`src/rtl/bss_pkg.sv`:
```
// Shared types and helpers for the bit-serial subtractor and related serial arithmetic blocks.
package bss_pkg;

    typedef enum logic [1:0] {
        IDLE,
        SUB,
        DONE
    } bss_state_t;

    // Bit-index counter width: one extra bit so the counter can hold WIDTH itself.
    function automatic int cnt_width(input int width);
        return $clog2(width) + 1;
    endfunction

endpackage

```
`src/rtl/bit_full_sub.sv`:
```
// One-bit full subtractor cell: d = a - b - bin, with borrow-out.
module bit_full_sub (
    input  logic a,
    input  logic b,
    input  logic bin,
    output logic d,
    output logic bout
);

    assign d    = a ^ b ^ bin;
    assign bout = (~a & b) | (~(a ^ b) & bin);

endmodule

```
`src/rtl/bit_serial_subtractor.sv`:
```
// Bit-serial unsigned subtractor: diff = A - B, one bit per clock, LSB first,
// with a load/start/done handshake and a final borrow flag for unsigned compare.
module bit_serial_subtractor
    import bss_pkg::*;
#(
    parameter int WIDTH = 4,
    parameter int CNT_W = cnt_width(WIDTH)
) (
    input  logic             clk,
    input  logic             rst,
    input  logic             load,
    input  logic             start,
    input  logic [WIDTH-1:0] A,
    input  logic [WIDTH-1:0] B,
    output logic [WIDTH-1:0] diff,
    output logic             borrow,
    output logic             zero,
    output logic             busy,
    output logic             done
);

    localparam logic [CNT_W-1:0] LAST_IDX = CNT_W'(WIDTH - 1);

    bss_state_t       r_state;
    logic [WIDTH-1:0] r_a;
    logic [WIDTH-1:0] r_b;
    logic [WIDTH-1:0] r_diff;
    logic [CNT_W-1:0] r_cnt;
    logic             r_bin;
    logic             r_borrow;
    logic             r_zero;
    logic             r_busy;
    logic             r_done;

    logic [WIDTH-1:0] w_a_sh;
    logic [WIDTH-1:0] w_b_sh;
    logic [WIDTH-1:0] w_mask;
    logic [WIDTH-1:0] w_diff_next;
    logic             w_d;
    logic             w_bout;

    // Operands stay put; the current bit is selected by shifting a copy down.
    assign w_a_sh = r_a >> r_cnt;
    assign w_b_sh = r_b >> r_cnt;
    assign w_mask = {{(WIDTH-1){1'b0}}, 1'b1} << r_cnt;
    assign w_diff_next = (r_diff & ~w_mask) | (w_d ? w_mask : '0);

    bit_full_sub u_cell (
        .a    (w_a_sh[0]),
        .b    (w_b_sh[0]),
        .bin  (r_bin),
        .d    (w_d),
        .bout (w_bout)
    );

    // NOTE: state uses non-blocking assignments so every register samples pre-edge values.
    always_ff @(posedge clk or posedge rst) begin
        if (rst) begin
            r_state  <= IDLE;
            r_a      <= '0;
            r_b      <= '0;
            r_diff   <= '0;
            r_cnt    <= '0;
            r_bin    <= 1'b0;
            r_borrow <= 1'b0;
            r_zero   <= 1'b0;
            r_busy   <= 1'b0;
            r_done   <= 1'b0;
        end else begin
            case (r_state)
                IDLE, DONE: begin
                    if (load) begin
                        r_a      <= A;
                        r_b      <= B;
                        r_diff   <= '0;
                        r_borrow <= 1'b0;
                        r_zero   <= 1'b0;
                        r_done   <= 1'b0;
                        r_state  <= IDLE;
                    end else if (start) begin
                        r_state <= SUB;
                        r_cnt   <= '0;
                        r_bin   <= 1'b0;
                        r_diff  <= '0;
                        r_done  <= 1'b0;
                        r_busy  <= 1'b1;
                    end
                end
                SUB: begin
                    r_diff <= w_diff_next;
                    r_bin  <= w_bout;
                    r_cnt  <= r_cnt + CNT_W'(1);
                    if (r_cnt == LAST_IDX) begin
                        r_state  <= DONE;
                        r_busy   <= 1'b0;
                        r_done   <= 1'b1;
                        r_borrow <= w_bout;
                        r_zero   <= (w_diff_next == '0);
                    end
                end
                default: r_state <= IDLE;
            endcase
        end
    end

    assign diff   = r_diff;
    assign borrow = r_borrow;
    assign zero   = r_zero;
    assign busy   = r_busy;
    assign done   = r_done;

endmodule

```
`config.mk`:
```
export PLATFORM = sky130hd
export DESIGN_NAME = bit_serial_subtractor
export DESIGN_NICKNAME = d
export VERILOG_FILES = /design/src/rtl/bss_pkg.sv /design/src/rtl/bit_full_sub.sv /design/src/rtl/bit_serial_subtractor.sv
export SDC_FILE = /design/constraint.sdc
export NUM_CORES = 1
export LEC_CHECK = 0
export CORE_ASPECT_RATIO = 0.7
export CORE_UTILIZATION = 50
export CTS_CLUSTER_DIAMETER = 40
export DETAILED_ROUTE_END_ITERATION = 8
export PLACE_DENSITY = 0.76
export SETUP_SLACK_MARGIN = 0.02
export SYNTH_ARGS = -nofsm -noshare
export SYNTH_HDL_FRONTEND = slang
export SYNTH_SLANG_ARGS = --single-unit
```
`constraint.sdc`:
```
create_clock -name clk -period 5.9 [get_ports clk]
set_input_delay 1.18 -clock clk [delete_from_list [all_inputs] [get_ports clk]]
set_output_delay 1.18 -clock clk [all_outputs]
set_load 0.02 [all_outputs]
```
* Word-level counts from Yosys, hierarchy flattened
Cells that the tools add are included.
** Word-level totals
- Flip-flop bits (word level) :: 22
- Input bits :: 12
- Output and inout bits :: 8
- Word-level logic and storage cells :: 69
** Cells by class
- Add/sub/neg operators :: 1
- Equality and inequality tests :: 8
- Shift operators :: 3
- Mux-type cells :: 26
- Bitwise gates (word level) :: 10
- Reduce and logical (&&, ||, !) cells :: 11
** Operators with widths (number)
- 2-to-1 mux 4 bit :: 3
- 2-to-1 mux 1 bit :: 10
- one-hot mux 1 bit (2 select lines) :: 5
- AND reduction 3 bit :: 3
- != test 2 bit, second input constant :: 4
- one-hot mux 4 bit (2 select lines) :: 1
- right shift 4 x 3 -> 1 bit :: 2
- 2-to-1 mux 2 bit :: 3
- 2-to-1 mux 3 bit :: 2
- one-hot mux 3 bit (2 select lines) :: 1
- AND reduction 2 bit :: 3
- bitwise AND 4 bit :: 1
- zero test 4 bit :: 1
- inverter 4 bit :: 1
- bitwise OR 4 bit :: 1
- one-hot mux 2 bit (2 select lines) :: 1
- AND reduction 4 bit :: 1
- << shifter 1 x 3 -> 4 bit, first input constant :: 1
- adder 3 x 1 -> 3 bit, second input constant :: 1
- equality test 3 x 2 -> 1 bit, second input constant :: 1
- != test 3 bit, second input constant :: 1
- bitwise AND 1 bit :: 2
- equality test 2 x 1 -> 1 bit, second input constant :: 1
- equality test 2 bit, second input constant :: 1
- other kinds (6) :: 8

* Logic depth before layout (Yosys ltp)
- Word-level depth :: 8
- Mapped depth :: 9
- Gate-level depth less buffers :: 8

* By module
From an unflattened synthesis, not the netlist that was laid out.
** Unflattened totals
- Cell total of the unflattened synthesis :: 101
- Area, all modules :: 1149.9 um^2
** Modules (own cells, without submodules)
- bit_serial_subtractor :: instances 1, cells an instance 97, area each 1118.6 um^2, seq. area each 550.5 um^2
- bit_full_sub :: instances 1, cells an instance 4, area each 31.3 um^2, seq. area each 0.0 um^2

* Least setup slack after synthesis
Ideal clock, no wire load.
- Path kind :: reg-to-reg
- From :: register r_cnt[0]
- To :: register r_zero, in the netlist zero
- Library setup time :: 104 ps
- Arrival :: 2179 ps
- Required time :: 5796 ps
- Slack :: 3618 ps
- Stages on the path, launching flop included :: 10
- Path buffers :: 1
- Clock period less this slack :: 2282 ps
- Cell sequence :: dfrtp_1 buf_2 nor2b_1 a211oi_1 a211oi_1 inv_1 fa_1 inv_1 o31a_1 o41ai_2
** Between the ends
- Cells in the longest elaborated chain, start to end :: 8
- Elaborated cells on any way between the ends :: 15
- Those cells by class :: 2 x eq/ne; 3 x shift; 3 x mux; 5 x bitwise; 2 x reduce/logical
** RTL lines
- start: declaration :: RTL line bit_serial_subtractor.sv:28 : logic [CNT_W-1:0] r_cnt;
- start signal: assignment :: RTL line bit_serial_subtractor.sv:92 : r_cnt <= r_cnt + CNT_W'(1);
- right shift 4 x 3 -> 1 bit (on tied branches) :: RTL line bit_serial_subtractor.sv:43, bit_serial_subtractor.sv:44
- XOR 1 bit (2 in a row) :: RTL line bit_full_sub.sv:10 : assign d = a ^ b ^ bin;
- 2-to-1 mux 4 bit :: RTL line bit_serial_subtractor.sv:46 : assign w_diff_next = (r_diff & ~w_mask) | (w_d ? w_mask : '0);
- bitwise OR 4 bit :: RTL line bit_serial_subtractor.sv:46
- zero test 4 bit :: RTL line bit_serial_subtractor.sv:98 : r_zero <= (w_diff_next == '0);
- 2-to-1 mux 1 bit :: RTL line bit_serial_subtractor.sv:93 : if (r_cnt == LAST_IDX) begin
- one-hot mux 1 bit (2 select lines) :: RTL line bit_serial_subtractor.sv:70 : case (r_state)
- end signal: assignment :: RTL line bit_serial_subtractor.sv:98
- end: declaration :: RTL line bit_serial_subtractor.sv:31 : logic r_zero;
Several ways; a longest one is shown, not always the timed one. The select of a mux whose other input is x is not followed.
A chain may end at the register's enable or synchronous reset.

* Worst setup path in the final report
Ends and elaborated chain as after synthesis.

==> results.yml <==
timing:
  max_slew.worst_pin.slew_ns: 0.8208
  rsz0062_at_grt: "no"
  finClkSkew_ns: 0.005291
  setup_tns_ns: 0
  fin_crit_ns: 2.582
  drv_slew: 0
  max-slew-margin-rel_pct: 45.22
  finalCritPeriodShare_pct: 43.76
  setup_viol_count_final: 0
  hold_viol_final: 0
  max_freq_ghz: 0.3873
critical_path:
  cp-end-kind: "flop"
  worst_ep_arrival_time_ns: 2.80
  critical_path_class: "flop to flop"
  start_kind: "flop"
  critical_path_required_ns: 6.12
  critPathMaxStageDelay_ns: 0.59
  cp_max_fo: 11
  crit_chain: "nor2b_1, a211oi_1, a211oi_1, inv_1, fa_1, inv_1, o31a_1, o41ai_2"
  slowest_stage: "fa_1"
clock_network:
  cts_htree_levels: 1
  worstSkewPairLatency_ns: 0.31
  clock_path_buffers: 2
  cts_buffers: 3
  hold_buffers: 0
  postCtsResizedCells: 0
  clockRootBuffer: "clkbuf_4"
  cts.sinks: 22
  cts_tree: "done"
  post_cts_buffers: 0
  clk_pin_slew_ns: 0.12
yosys:
  syn_area_per_cell_um2: 9.465
  synth_area_leaders: "dfrtp_1 (47%), nand2_1 (9.6%), ha_1 (5.3%)"
  synth_edf_count: 0
  synth.distinct_cells: 27
  ys_seq_elements: 22
  yosys_warnings: 0
  ys_seq_area_share_pct: 46.91
  synthArstFlopShare_pct: 100.0
  syn_inst: 124
  synth.largest_area_cell: "dfrtp_1"
  syn_area_mm2: 0.001174
  syn_nets: 143
  ys.flop_type: "dfrtp_1"
  synth_top_area_share_pct: 46.91
placed_design:
  port_buffers: 19
  dpl.cell_count: 171
  post_dp_cell_area_mm2: 0.001376
  dp_hpwl_um: 1722
  place_congestion: 0.7972
layout:
  final_cell_mix: "nand2_1 (30), dfrtp_1 (22), clkdlybuf4s50_1 (19)"
  drive_above_1_share_pct: 4.895
  final_area_mm2: 0.001413
  n_antenna_cell: 0
  layout_commonest_cell: "nand2_1"
  fillers: 181
  seqCellArea_um2: 550.5
  multi_input_area_um2: 558.0
  utilization_pct: 64.51
  instances_no_fill: 175
  final_nets: 163
  synthToLayoutAreaGrowth_pct: 20.36
power_and_ir_drop:
  leakagePower_nw: 0.6832
  peakVddDrop_v: 0.0002773
  powerDensity_mw_per_mm2: 563.6
die:
  top_level_ports: 20
  die_x_um: 59.91
  fp.dieArea_mm2: 0.002548
  chipHeight_um: 42.54
  core_area_mm2: 0.002190
  initial_core_util_pct: 53.60
  rows: 14
grt:
  grt_first_pass_wirelength_um: 3843
  antenna_found_initial: 0
  track_usage_pct: 20.61
  grt-ovfl-total: 0
  first_global_vias: 864
  grt_max_degree: 23
hold_path:
  hp-class: "flop to flop"
detailed_routing:
  met2_wirelength_um: 1074
  vias_per_cell: 5.280
  drtIter0Drc: 28
  drc: 0
  first_pass_iters: 4
  top_layer: "met4"
  wl_met1_um: 1125
  vias: 924
  ant_nets: 0
  wl_per_cell_um: 13.09
  wl_met3_um: 76
  routed_wl_um: 2290
status:
  status: "completed"
flow_run:
  maxCapViolations: 0
==> state kept, by name (all words and copies together) (netlist names) <==
name,flops
r_a,4
r_b,4
diff,4
r_state,2
zero,1
r_cnt,3
done,1
r_bin,1
busy,1
borrow,1
==> area by class of cell <==
cell class                      instances  area share (%)
Multi-Input combinational cell         88           39.50
Sequential cell                        22           38.97
Timing Repair Buffer                   19           13.46
Tap cell                               32           2.834
Inverter                               10           2.657
Clock buffer                            4           2.569
==> power breakdown <==
part / switching (mW) / total [mW] / internal (mW)
Sequential: 0.0691 / 0.286 / 0.217
Clock: 0.0453 / 0.0829 / 0.0377
Combinational: 0.236 / 0.427 / 0.191
==> cell families (layout without fill, tap and decap cells) <==
group,count (synthesis),in the layout,synth area share (%)
simple gates,51,51,20.47
fa+ha+maj,7,7,8.742
flops,22,22,46.91
mux,2,2,1.706
buf+inv,14,33,5.544
compound gates,28,28,16.63
==> cell usage after synthesis (4+ instances only) <==
library cell,number
nand2_1,30
nand2b_1,5
nor2b_1,4
nor2_1,5
inv_1,10
a22o_1,4
ha_1,5
o21ai_0,8
dfrtp_1,22
a21oi_1,6
a211oi_1,4
==> routing by layer <==
layer	vias to the layer above	global-route usage, %
met4	0	2.791
met1	451	28.29
met3	2	5.556
li1	455	-
met2	16	33.33
met5	-	0
==> metrics by stage <==
step	power (mW)	setup slack [ns]	hold slack, ns
finish	0.7961	3.318	0.4846
global placement	0.6950	3.361	0.4574
detailed placement	0.7129	3.334	0.4620
global route	0.8660	3.059	0.5036
CTS	0.8004	3.320	0.4921
floorplan	0.5948	3.618	0.4379
==> path summary, 6_finish.rpt <==
kind	start	end	slack (ns)	cells past startpoint
worst max-delay path	r_cnt[0]	zero	3.32	8
worst min-delay path	r_a[2]	r_a[2]	0.48	2
worst min register to register	r_a[2]	r_a[2]	0.48	2
min in group asynchronous	rst	diff[3]	1.32	2
worst max register to register	r_cnt[0]	zero	3.32	8
max in group asynchronous	rst	r_b[1]	4.08	2
==> worst max-delay path: cells and delay by family (launching register included) <==
family	cells	cell delay [ns]
adders and majority gates	1	0.59
DFF	1	0.55
AOI/OAI and AO/OA	4	0.97
buffers and inverters	2	0.20
and+or+nand+nor	1	0.18
(Power assumes the default switching activity.)
